$ cat src/rtl/coef_unpacker_if.sv
// ----------------------------------------------------------------------------
// coef_unpacker_if
//
// Purpose: groups the two streaming handshakes of coef_unpacker.
//   Input side : packed words in_data / in_valid / in_ready.
//   Output side: coefficients coef_out / coef_valid / coef_ready / coef_last.
//
// Modports:
//   master - the environment: drives words and coef_ready, observes the rest.
//   slave  - the unpacker: accepts words, produces coefficients.
// ----------------------------------------------------------------------------
interface coef_unpacker_if #(
    parameter int IN_W  = 32,
    parameter int OUT_W = 12
);
    logic [IN_W-1:0]  in_data;
    logic             in_valid;
    logic             in_ready;
    logic [OUT_W-1:0] coef_out;
    logic             coef_valid;
    logic             coef_ready;
    logic             coef_last;

    modport master (
        output in_data, in_valid, coef_ready,
        input  in_ready, coef_out, coef_valid, coef_last
    );

    modport slave (
        input  in_data, in_valid, coef_ready,
        output in_ready, coef_out, coef_valid, coef_last
    );
endinterface

$ cat src/rtl/coef_unpacker.sv
// ----------------------------------------------------------------------------
// coef_unpacker
//
// Purpose: streaming unpacker turning packed IN_W-bit words into N polynomial
// coefficients of G bits each, LSB-first. A bit buffer of IN_W+G-1 bits
// absorbs group widths that do not divide IN_W. With D = 12 each value is
// reduced once modulo Q (4095 < 2Q, so one conditional subtract suffices).
//
// Optional feature macro: KYBER_CBD_EN
//   defined   - adds port cbd_mode (sampled on start); when set, each group is
//               2*ETA bits and maps to the centered binomial value a-b mod Q.
//   undefined - plain mode only, no cbd_mode port, no popcount logic.
//
// Ports:
//   clk, rst_n  clock, asynchronous active-low reset
//   start       one-cycle pulse: clear buffer and counter, begin a polynomial
//   cbd_mode    (KYBER_CBD_EN only) select CBD sampling for this polynomial
//   bus         coef_unpacker_if.slave: word input and coefficient output
//   busy        high while a polynomial is in progress
//   done        one-cycle pulse after the N-th coefficient handshake
// ----------------------------------------------------------------------------
module coef_unpacker #(
    parameter int IN_W  = 32,
    parameter int D     = 12,
    parameter int N     = 256,
    parameter int Q     = 3329,
    parameter int ETA   = 2,
    parameter int OUT_W = 12
) (
    input  logic            clk,
    input  logic            rst_n,
    input  logic            start,
`ifdef KYBER_CBD_EN
    input  logic            cbd_mode,
`endif
    coef_unpacker_if.slave  bus,
    output logic            busy,
    output logic            done
);

`ifdef KYBER_CBD_EN
    localparam int G_CBD = 2 * ETA;
    localparam int G_MAX = (D > G_CBD) ? D : G_CBD;
`else
    localparam int G_MAX = D;
`endif
    localparam int BUF_W = IN_W + G_MAX - 1;
    localparam int FW    = $clog2(BUF_W + 1);
    localparam int CW    = $clog2(N + 1);

    if (IN_W < 8 || IN_W > 64 || D < 1 || D > 12 || OUT_W < D ||
        ETA < 1 || N < 1) begin : g_param_err
        $error("coef_unpacker: illegal parameter set");
    end

    typedef enum logic {IDLE, RUN} state_t;

    state_t           state_q, state_d;
    logic [BUF_W-1:0] bit_buf_p0;
    logic [FW-1:0]    fill_p0;
    logic [CW-1:0]    extracted_p0;
    logic [OUT_W-1:0] coef_p1;
    logic             coef_vld_p1;
    logic             coef_last_p1;
    logic             done_p1;

    logic [FW-1:0]    g_cur;
    logic [OUT_W-1:0] coef_d;
    logic             busy_c;
    logic             in_ready_c;
    logic             accept;
    logic             extract;
    logic             last_hs;

    // Plain-mode mapping: only the full 12-bit field can exceed Q.
    function automatic logic [OUT_W-1:0] map_plain(input logic [D-1:0] v);
        logic [OUT_W-1:0] w;
        w = OUT_W'(v);
        if (D == 12 && w >= OUT_W'(Q))
            w = w - OUT_W'(Q);
        return w;
    endfunction

`ifdef KYBER_CBD_EN
    logic cbd_q;

    // Centered binomial sample: popcount(low half) - popcount(high half),
    // folded into [0, Q) when negative.
    function automatic logic [OUT_W-1:0] map_cbd(input logic [G_CBD-1:0] v);
        int a;
        int b;
        a = 0;
        b = 0;
        for (int i = 0; i < ETA; i++) begin
            a += int'(v[i]);
            b += int'(v[ETA+i]);
        end
        if (a >= b)
            return OUT_W'(a - b);
        return OUT_W'(Q + a - b);
    endfunction

    assign g_cur  = cbd_q ? FW'(G_CBD) : FW'(D);
    assign coef_d = cbd_q ? map_cbd(bit_buf_p0[G_CBD-1:0])
                          : map_plain(bit_buf_p0[D-1:0]);
`else
    assign g_cur  = FW'(D);
    assign coef_d = map_plain(bit_buf_p0[D-1:0]);
`endif

    // Control: state register
    always_ff @(posedge clk or negedge rst_n) begin
        if (!rst_n)
            state_q <= IDLE;
        else
            state_q <= state_d;
    end

    // Next state and handshake decisions. in_ready is built from registers
    // only; accept (fill < G) and extract (fill >= G) can never coincide.
    always_comb begin
        state_d    = state_q;
        busy_c     = (state_q == RUN);
        in_ready_c = busy_c && (fill_p0 < g_cur) && (extracted_p0 < CW'(N));
        accept     = in_ready_c && bus.in_valid;
        extract    = busy_c && (fill_p0 >= g_cur) && (extracted_p0 < CW'(N)) &&
                     (!coef_vld_p1 || bus.coef_ready);
        last_hs    = busy_c && coef_vld_p1 && coef_last_p1 && bus.coef_ready;
        case (state_q)
            IDLE:    if (start) state_d = RUN;
            RUN:     if (!start && last_hs) state_d = IDLE;
            default: state_d = IDLE;
        endcase
    end

    // Stage p0 -> p1: buffer fill/extract and coefficient output register
    always_ff @(posedge clk or negedge rst_n) begin
        if (!rst_n) begin
            bit_buf_p0   <= '0;
            fill_p0      <= '0;
            extracted_p0 <= '0;
            coef_p1      <= '0;
            coef_vld_p1  <= 1'b0;
            coef_last_p1 <= 1'b0;
            done_p1      <= 1'b0;
`ifdef KYBER_CBD_EN
            cbd_q        <= 1'b0;
`endif
        end else if (start) begin
            // Abort/restart: anything pending is dropped.
            bit_buf_p0   <= '0;
            fill_p0      <= '0;
            extracted_p0 <= '0;
            coef_vld_p1  <= 1'b0;
            coef_last_p1 <= 1'b0;
            done_p1      <= 1'b0;
`ifdef KYBER_CBD_EN
            cbd_q        <= cbd_mode;
`endif
        end else begin
            done_p1 <= last_hs;

            if (last_hs) begin
                // Leftover bits past the N-th coefficient are discarded.
                bit_buf_p0 <= '0;
                fill_p0    <= '0;
            end else if (accept) begin
                bit_buf_p0 <= bit_buf_p0 | (BUF_W'(bus.in_data) << fill_p0);
                fill_p0    <= fill_p0 + FW'(IN_W);
            end else if (extract) begin
                bit_buf_p0 <= bit_buf_p0 >> g_cur;
                fill_p0    <= fill_p0 - g_cur;
            end

            if (extract) begin
                coef_p1      <= coef_d;
                coef_vld_p1  <= 1'b1;
                coef_last_p1 <= (extracted_p0 == CW'(N - 1));
                extracted_p0 <= extracted_p0 + CW'(1);
            end else if (coef_vld_p1 && bus.coef_ready) begin
                coef_vld_p1  <= 1'b0;
                coef_last_p1 <= 1'b0;
            end
        end
    end

    assign bus.in_ready   = in_ready_c;
    assign bus.coef_out   = coef_p1;
    assign bus.coef_valid = coef_vld_p1;
    assign bus.coef_last  = coef_last_p1;
    assign busy           = busy_c;
    assign done           = done_p1;

endmodule

$ cat src/flat_wrapper.sv
// flat-port wrapper written by rule: the top's interface ports become plain ports
module coef_unpacker_flat 
#(
    parameter int IN_W  = 32,
    parameter int D     = 12,
    parameter int N     = 256,
    parameter int Q     = 3329,
    parameter int ETA   = 2,
    parameter int OUT_W = 12
)
  (clk, rst_n, start, busy, done, bus_in_data, bus_in_valid, bus_coef_ready, bus_in_ready, bus_coef_out, bus_coef_valid, bus_coef_last);
  coef_unpacker_if #(.IN_W(IN_W), .OUT_W(OUT_W)) bus_i ();
  input  logic clk;
  input  logic rst_n;
  input  logic start;
  output logic busy;
  output logic done;
  input wire logic [$bits(bus_i.in_data)-1:0] bus_in_data;
  input wire logic [$bits(bus_i.in_valid)-1:0] bus_in_valid;
  input wire logic [$bits(bus_i.coef_ready)-1:0] bus_coef_ready;
  output wire logic [$bits(bus_i.in_ready)-1:0] bus_in_ready;
  output wire logic [$bits(bus_i.coef_out)-1:0] bus_coef_out;
  output wire logic [$bits(bus_i.coef_valid)-1:0] bus_coef_valid;
  output wire logic [$bits(bus_i.coef_last)-1:0] bus_coef_last;
  assign bus_i.in_data = bus_in_data;
  assign bus_i.in_valid = bus_in_valid;
  assign bus_i.coef_ready = bus_coef_ready;
  assign bus_in_ready = bus_i.in_ready;
  assign bus_coef_out = bus_i.coef_out;
  assign bus_coef_valid = bus_i.coef_valid;
  assign bus_coef_last = bus_i.coef_last;
  coef_unpacker #(.IN_W(IN_W), .D(D), .N(N), .Q(Q), .ETA(ETA), .OUT_W(OUT_W)) u_core (.clk(clk), .rst_n(rst_n), .start(start), .bus(bus_i), .busy(busy), .done(done));
endmodule
$ cat config.mk
export PLATFORM = sky130hd
export DESIGN_NAME = coef_unpacker_flat
export DESIGN_NICKNAME = d
export VERILOG_FILES = /design/src/rtl/coef_unpacker_if.sv /design/src/rtl/coef_unpacker.sv /design/src/flat_wrapper.sv
export SDC_FILE = /design/constraint.sdc
export NUM_CORES = 1
export LEC_CHECK = 0
export BUFFER_PORTS_ARGS = -buffer_cell sky130_fd_sc_hd__buf_2
export CAP_MARGIN = 20
export CORE_MARGIN = 2
export CORE_UTILIZATION = 59
export CTS_CLUSTER_SIZE = 30
export DETAILED_ROUTE_END_ITERATION = 7
export HOLD_SLACK_MARGIN = 0.1
export PLACE_DENSITY = 0.81
export SETUP_SLACK_MARGIN = 0.3
export SLEW_MARGIN = 25
export SYNTH_ARGS = -nofsm -noshare
export SYNTH_HDL_FRONTEND = slang
export SYNTH_SLANG_ARGS = --single-unit
$ cat constraint.sdc
create_clock -name clk -period 3.5 [get_ports clk]
set_clock_uncertainty 0.15 [all_clocks]
set_input_delay 0.525 -clock clk [delete_from_list [all_inputs] [get_ports clk]]
set_output_delay 0.525 -clock clk [all_outputs]
set_load 0.01 [all_outputs]
Yosys cells after proc, flatten, opt, wreduce, memory -nomap -nowiden
Index checks and enable logic that the tools add are counted.
{"block": "classes", "n_addsub": 4, "magnitude_cmp": 4, "n_mux": 20, "n_reduce_logical": 18, "eq_ne": 1, "n_shift": 1, "n_bitwise": 3}
{"op": "43-bit 2-to-1 mux", "count": 4}
{"op": "43-bit bitwise OR", "count": 1}
{"op": "32-bit by 6-bit left shift with 43-bit output", "count": 1}
{"op": "6-bit 2-to-1 mux", "count": 4}
{"op": "9-bit 2-to-1 mux", "count": 2}
{"op": "12-bit >= comparator (second input constant)", "count": 1}
{"op": "12-bit 2-to-1 mux", "count": 1}
{"op": "12-bit subtractor (second input constant)", "count": 1}
{"op": "1-bit logical AND", "count": 11}
{"op": "9-bit by 1-bit adder with 9-bit output (second input constant)", "count": 1}
{"op": "9-bit by 8-bit == test with 1-bit output (second input constant)", "count": 1}
{"op": "9-bit < comparator (second input constant)", "count": 1}
{"op": "1-bit 2-to-1 mux", "count": 8}
{"op": "6-bit adder (second input constant)", "count": 1}
{"op": "6-bit by 4-bit >= comparator with 1-bit output (second input constant)", "count": 1}
{"op": "6-bit by 4-bit < comparator with 1-bit output (second input constant)", "count": 1}
{"op": "6-bit by 4-bit subtractor with 6-bit output (second input constant)", "count": 1}
{"op": "4-bit nonzero test", "count": 1}
{"op": "3-bit nonzero test", "count": 1}
{"op": "1-bit zero test", "count": 2}
{"op": "1-bit NOT", "count": 2}
{"op": "1-bit case mux with 2 select lines", "count": 1}
{"op": "2-bit AND reduction", "count": 1}
{"op": "2-bit nonzero test", "count": 1}
{"op": "1-bit logical OR", "count": 1}
{"block": "totals", "output_inout_bits": 17, "input_bits": 37, "regBits": 74}

Depth between registers and ports, before layout
Gate-level depths: netlist (run 1).
{"block": "depth", "word_depth": 8, "depth_mapped": 8}

Worst setup path after synthesis (run 1)
Ideal clock, no wire load.
{"block": "synth_timing", "kind": "reg-to-reg", "startpoint": "register u_core.fill_p0[2]", "endpoint": "register u_core.bit_buf_p0[11]", "required_ns": 3.227, "t_arrival_ns": 1.830, "stages_incl_launch_ff": 9, "path_slack_ns": 1.397, "cell_sequence": "dfrtp_1 ha_1 or3_4 and3_1 clkbuf_1 nor2_2 buf_4 a21oi_1 o221a_2"}
{"block": "synth_via", "elab_chain_len": 7, "elab_cells_between_ends": 14, "cone_classes": "order compare (2); shift (1); mux (3); bitwise (1); reduce/logical (7)"}
{"item": "from (decl)", "line_no": "coef_unpacker.sv:60", "rtl": "logic [FW-1:0] fill_p0;"}
{"item": "from (signal assigned)", "line_no": "coef_unpacker.sv:169", "rtl": "fill_p0 <= fill_p0 + FW'(IN_W);"}
{"item": "from (signal assigned)", "line_no": "coef_unpacker.sv:172", "rtl": "fill_p0 <= fill_p0 - g_cur;"}
{"item": "branches (longest 7 deep; another with 32-bit by 6-bit left shift with 43-bit output)"}
{"item": "to (signal assigned)", "line_no": "coef_unpacker.sv:168", "rtl": "bit_buf_p0 <= bit_buf_p0 | (BUF_W'(bus.in_data) << fill_p0);"}
{"item": "to (signal assigned)", "line_no": "coef_unpacker.sv:171", "rtl": "bit_buf_p0 <= bit_buf_p0 >> g_cur;"}
{"item": "to (decl)", "line_no": "coef_unpacker.sv:59", "rtl": "logic [BUF_W-1:0] bit_buf_p0;"}
Parallel ways; which one is timed is not known.
A chain may end at the register's enable or synchronous reset.

Worst setup path after layout (run 1)
{"block": "layout_timing", "startpoint": "register u_core.fill_p0[4]", "endpoint": "register u_core.bit_buf_p0[19]"}
Same word-level chain as after synthesis.

==> results of run 1 <==
## report_power, final
part	internal [mW]	switching, mW	total, mW
clock network	0.312	0.306	0.618
logic	0.725	1.01	1.74
registers	1.10	0.274	1.38
## worst paths after layout
path,from,to,slack (ps)
max in group asynchronous,rst_n,u_core.busy,2300
hold / removal,u_core.bit_buf_p0[32],u_core.bit_buf_p0[32],340
min in group asynchronous,rst_n,u_core.bit_buf_p0[7],560
hold reg to reg,u_core.bit_buf_p0[32],u_core.bit_buf_p0[32],340
setup reg to reg,u_core.fill_p0[4],u_core.bit_buf_p0[19],610
setup / recovery,u_core.fill_p0[4],u_core.bit_buf_p0[19],610
## state kept, by name, indices dropped and copies added (netlist names)
| signal | flops |
|---|---|
| u_core.bit_buf_p0 | 43 |
| u_core.bus.coef_last | 1 |
| u_core.bus.coef_out | 12 |
| u_core.bus.coef_valid | 1 |
| u_core.busy | 1 |
| u_core.done | 1 |
| u_core.extracted_p0 | 9 |
| u_core.fill_p0 | 4 |
## cells by family (layout without fill, tap and decap cells)
kind of cell             after synthesis  in the layout  share of synthesized area
adder cells (fa/ha/maj)                5              5                     0.0150
XOR/XNOR                              15             15                     0.0315
AO/OA/AOI/OAI                        141            141                      0.231
flip-flops                            72             72                      0.431
buffers and inverters                 43             89                     0.0461
multiplexers                          41             41                      0.103
AND/OR/NAND/NOR                      132            132                      0.142
## metrics by stage
stage,cells,utilization,cell area [sq um]
2_1_floorplan,449,-,4180
3_3_place_gp,574,0.658,4500
3_5_place_dp,574,0.658,4500
4_1_cts,591,0.687,4690
5_1_grt,591,0.687,4690
6_report,591,0.687,4690
## layout by cell type (no fill, tap or decap), types with 2 or more instances in the layout
master     synthesis  routed
or3_1              2       2
a2111oi_0          2       2
a32oi_1            3       3
buf_4              3      10
nor2b_1            4       3
nand4_1            5       5
a32o_1             2       2
xnor2_1            7       7
o21ai_0           29      29
a211oi_1           3       3
nor3_1             6       6
xor2_1             8       8
o2bb2ai_1          5       5
dfrtp_1           72      72
a22oi_1            2       2
nand3_1            7       7
clkbuf_8           1      12
ha_1               5       5
a21oi_1           58      58
o21bai_1           2       2
and3_1             6       6
nand2_1           39      39
mux2_2            16      16
o221a_2           19      19
mux2i_1           25      25
inv_1              8       8
clkinv_2           0       3
buf_2              8      53
nor2_1            51      51
nor3b_1            3       3
nand2b_1           3       3
## area by class of cell
class                   count  area share
well taps                  96      0.0256
multi-input cells         334       0.466
clock buffers              13      0.0360
flip-flops and latches     72       0.384
repair buffers             65      0.0790
clock inverters             3     0.00320
inverters                   8     0.00640
## layer usage
metal  wire length (microns)  global-route usage
met1                    4390               0.394
met2                    4990               0.450
met3                     885              0.0584
met4                     265               0.125
met5                       0                   0
## worst register-to-register path: stages (launching register included)
cell,delay (ps)
dfrtp_1,590
or3_4,480
and3_1,380
nor2_2,610
buf_4,270
a21oi_1,50
o221a_2,260
## repair_timing
item,CTS,global route
buffers inserted,0,0
hold buffers,1,0
hold endpoints to repair,72,0
==> metrics, run 1 <==
Final HPWL DP 7310 microns; RSZ-0062 raised after global routing no; Yosys top cell by area dfrtp_1; initial core utilization 0.611; DR iter-0 viols 325; Levels on crit path 6; PnR worst setup slack 608 ps; Mapped Avg Cell Area 9.30 sq um; fraction of layout cells with a size suffix above 1 0.244; cell with the most instances after synthesis dfrtp_1; Max stage delay on crit path approximately 610 ps; global-route wire length before repair roughly 17000 microns; total track usage 0.289; H-tree depth 3; final period demand of the worst path 2890 ps; Fin Setup TNS 0 ps; delay-heaviest family, CP simple AND/OR/NAND/NOR gates; register area share after synthesis 0.431; Syn-to-layout area delta 12.3%; # diodes 0; Final Setup Violations 0; total power ~3.7 mW; Core Area 6830 sq um; clock sinks between 70 and 80; Top Ports 54; Fill cells 576; wire length per cell after detailed routing 17.8 microns; total CTS buffers 9; Reg2Reg Depth 6; Post-synth EDFFs 0; die area 7770 sq um; Die Y 88.1 microns; vias 3712; pre-CTS setup slack 654 ps; syn_nets 491; async set-reset flop share out of synthesis 1.00; Top FF cell, synth dfrtp_1; Startpoint Class flop; clk_lat worst skew 360 ps; hold slack roughly 340 ps; GRT overflow 0; critical path class reg2reg; CP Data Required Time between 3000 and 4000 ps; VDD IR max 0.660 mV; Rows 30; multi-input combinational cell area 2180 sq um; gpl congestion just over 0.9; die span in x a little under 90 microns; vias in the first global route roughly 3400; Max Fclk 0.346 GHz; First-pass DRT Iterations 5; initial antenna violation count 0; WL final 10500 microns; Sequential Area 1800 sq um; crit path DAT 2980 ps; worst hold path type reg2reg; Hold Fails Final Rpt 0; largest net degree at the start of global routing 73; Leak roughly 2.1 nW; Pins Over Slew Limit 0; Mapped Area 4180 sq um; vias per inst about 6.3; PD cells 796 nW/um^2; Ys Warns 0; # Max-Cap Violations 0; Gates resized, CTS repair 0; Distinct cells, synth 53; post-synth top area share 0.431; Mapped Cells ~450; Slew @ Worst Pin 814 ps; PortBufs 53; hold path depth 2; CTS tree built; status completed; Post-synth top cells dfrtp_1, a21oi_1, nor2_1; crit-path cells or3_4 -> and3_1 -> nor2_2 -> buf_4 -> a21oi_1 -> o221a_2; FF+latch count, synth 72; nets@finish 532; CP max FO 20; CP endpoint kind flop; Max-slew headroom 0.443; Critical-path top delay cell nor2_2; Worst Path Buf+Inv 1; fin crit share 0.826; Clock Tree Buf Depth 2; synth top area cells dfrtp_1, a21oi_1, mux2i_1; CTS root buf clkbuf_8; CTS clock-pin slew for the worst setup and hold paths roughly 70 ps; post-route ant nets 0; drc violations 0
(Power assumes the default switching activity.)
==> inputs of run 2 (changes only) <==
- CORE_UTILIZATION: 59 -> 53
- PLACE_DENSITY: 0.81 -> 0.77
- clock period: 3.5 -> 2.55 ns (I/O delays scaled with it)
==> run 2 against run 1 <==
Against the previous run: sequential power is 36% higher; flip-flop and latch count stayed put; setup slack worse by 310 ps; cell area is 3.9% higher; total power is 47% higher; maximum frequency is 28% higher; largest cell class unchanged; hold slack worse by 130 ps.
==> metrics, run 2 (synthesis gave the netlist of run 1 again) <==
DR iter-0 viols 388 (+19%); worst hold path type in2reg; post-route ant nets 0 (unchanged); First-pass DRT Iterations 5 (unchanged); Top reg by flops u_core.bit_buf_p0; RSZ-0062 raised after global routing yes; total CTS buffers 9 (unchanged); post-CTS setup buffers 0 (unchanged); Die Y 92.8 microns (+5.3%); Max Fclk 0.444 GHz (+28%); Hold Startpoint bus_coef_ready; global-route wire length before repair 18500 microns (+7.9%); Final Setup Violations 0 (unchanged); vias 3784 (+1.9%); die area 8610 sq um (+11%); internal power 3.21 mW (+50%); clk_lat worst skew 350 ps (about the same); total track usage 0.275 (-0.0141); CP startpoint u_core.bit_buf_p0[5]; commonest non-fill, non-tap cell in the layout dfrtp_1; Syn-to-layout area delta 16.7%; Leak 2.20 nW (+3.7%); Fill cells 663 (+15%); CTS clock-pin slew for the worst setup and hold paths 80 ps (about the same); Reg2Reg Depth 5 (-1); nets@finish 543 (+2.1%); WL final 11000 microns (+4.6%); wire length per cell after detailed routing 18.1 microns (+1.7%); # Max-Cap Violations 0 (unchanged); # diodes 0 (unchanged); VDD IR max 0.704 mV (+6.7%); Sequential Area 1800 sq um (unchanged); initial core utilization 0.543 (-0.0681); vias per inst 6.22 (-0.91%); total power 5.48 mW (+47%); PD cells 1120 nW/um^2 (+41%); drc violations 0 (unchanged); CP max FO 6 (-70%); PortBufs 53 (unchanged); H-tree depth 3 (unchanged); Psw 2.27 mW (+43%); Pins Over Slew Limit 0 (unchanged); crit path DAT 2350 ps (-630 ps); initial antenna violation count 0 (unchanged); Seq pwr share 0.343 (-0.026); final period demand of the worst path 2250 ps (-639 ps); fin crit share 0.884 (+0.0574); CTS root buf clkbuf_8; Slew @ Worst Pin 559 ps (-256 ps); GRT overflow 0 (unchanged); Rows 32 (+6.7%); CP Data Required Time 2650 ps (-940 ps); reg2reg start u_core.bit_buf_p0[5]; Core Area 7690 sq um (+13%); switching share of power 0.415 (-0.0117); Max-slew headroom 0.628 (+0.184); combinational share of power 0.471 (+0.006); CTS tree built; Fin Setup TNS 0 ps (unchanged); Startpoint Class flop; die span in x 92.8 microns (+5.3%); gpl congestion 0.969 (+5.6%); most frequent cells in the layout dfrtp_1, a21oi_1, buf_2, nor2_1, nand2_1; critical path class reg2reg; multi-input combinational cell area 2210 sq um (+1.2%); clock sinks 72 (unchanged); clock network power share 0.186 (+0.020); max FFs per register 43 (unchanged); CP endpoint kind flop; largest net degree at the start of global routing 39 (-47%); Top Ports 54 (unchanged); status completed; fraction of layout cells with a size suffix above 1 0.275 (+0.0303); hold path depth 3 (+1); vias in the first global route 3678 (+6.9%); Hold Fails Final Rpt 0 (unchanged); Final HPWL DP 7830 microns (+7.2%); Clock Tree Buf Depth 2 (unchanged)
-- run 2: cell types whose count changed in the layout (fill, tap and decap cells not counted), sizes merged --
cell and change:
clkbuf -3, bufinv +2, clkinvlp +1, buf +11
-- run 2: worst paths after layout --
path / end / slack (ps)
setup / recovery: u_core.bus.coef_out[1] / 300
hold / removal: u_core.done / 220
setup reg to reg: u_core.bus.coef_out[1] / 300
hold reg to reg: u_core.bit_buf_p0[32] / 340
max in group asynchronous: u_core.bit_buf_p0[24] / 1250
min in group asynchronous: u_core.bit_buf_p0[15] / 400
-- run 2: routing by layer --
metal / vias to the layer above / GRT usage / share of wire
met2: 195 / 0.411 / 0.47
met3: 29 / 0.0504 / 0.078
li1: 1738 / - / -
met5: - / 0 / 0
met1: 1822 / 0.385 / 0.42
met4: 0 / 0.136 / 0.035
-- run 2: per-stage QoR --
step                hold slack (ps)   util  instances  area [sq um]  worst slack, ps
CTS                             207  0.631        608          4850              308
finish                          220  0.634        608          4870              296
global route                    229  0.634        608          4870              272
floorplan                     -63.1      -        449          4180              447
detailed placement              255  0.600        591          4610              230
global placement                238  0.600        591          4610              318
-- run 2: cell type report --
cell class | instances | area share
clock buffers | 10 | 0.0282
clock inverters | 6 | 0.0169
inverters | 8 | 0.00616
multi-input cells | 334 | 0.454
flip-flops and latches | 72 | 0.370
well taps | 102 | 0.0262
repair buffers | 76 | 0.0989
-- run 2: timing repair --
item | in CTS | in global routing
endpoints found under the setup margin | 2 | 36
resized for setup | 2 | 7
endpoints found under the hold margin | 20 | 0
hold buffers | 1 | 0
-- run 2: critical path, cell delays in order, from the launching register on --
cell and delay (ps):
dfrtp_1 450, or4_4 600, o41ai_4 360, a21oi_2 150
mux2i_1 160, mux2_2 270
-- run 2: power by group through the flow --
stage               clock [mW]  sequential, mW  combinational, mW
floorplan                    0            1.79               1.83
global placement             0            1.86               2.43
detailed placement           0            1.88               2.50
CTS                       1.03            1.86               2.53
global route              1.07            1.93               2.85
finish                    1.02            1.88               2.58
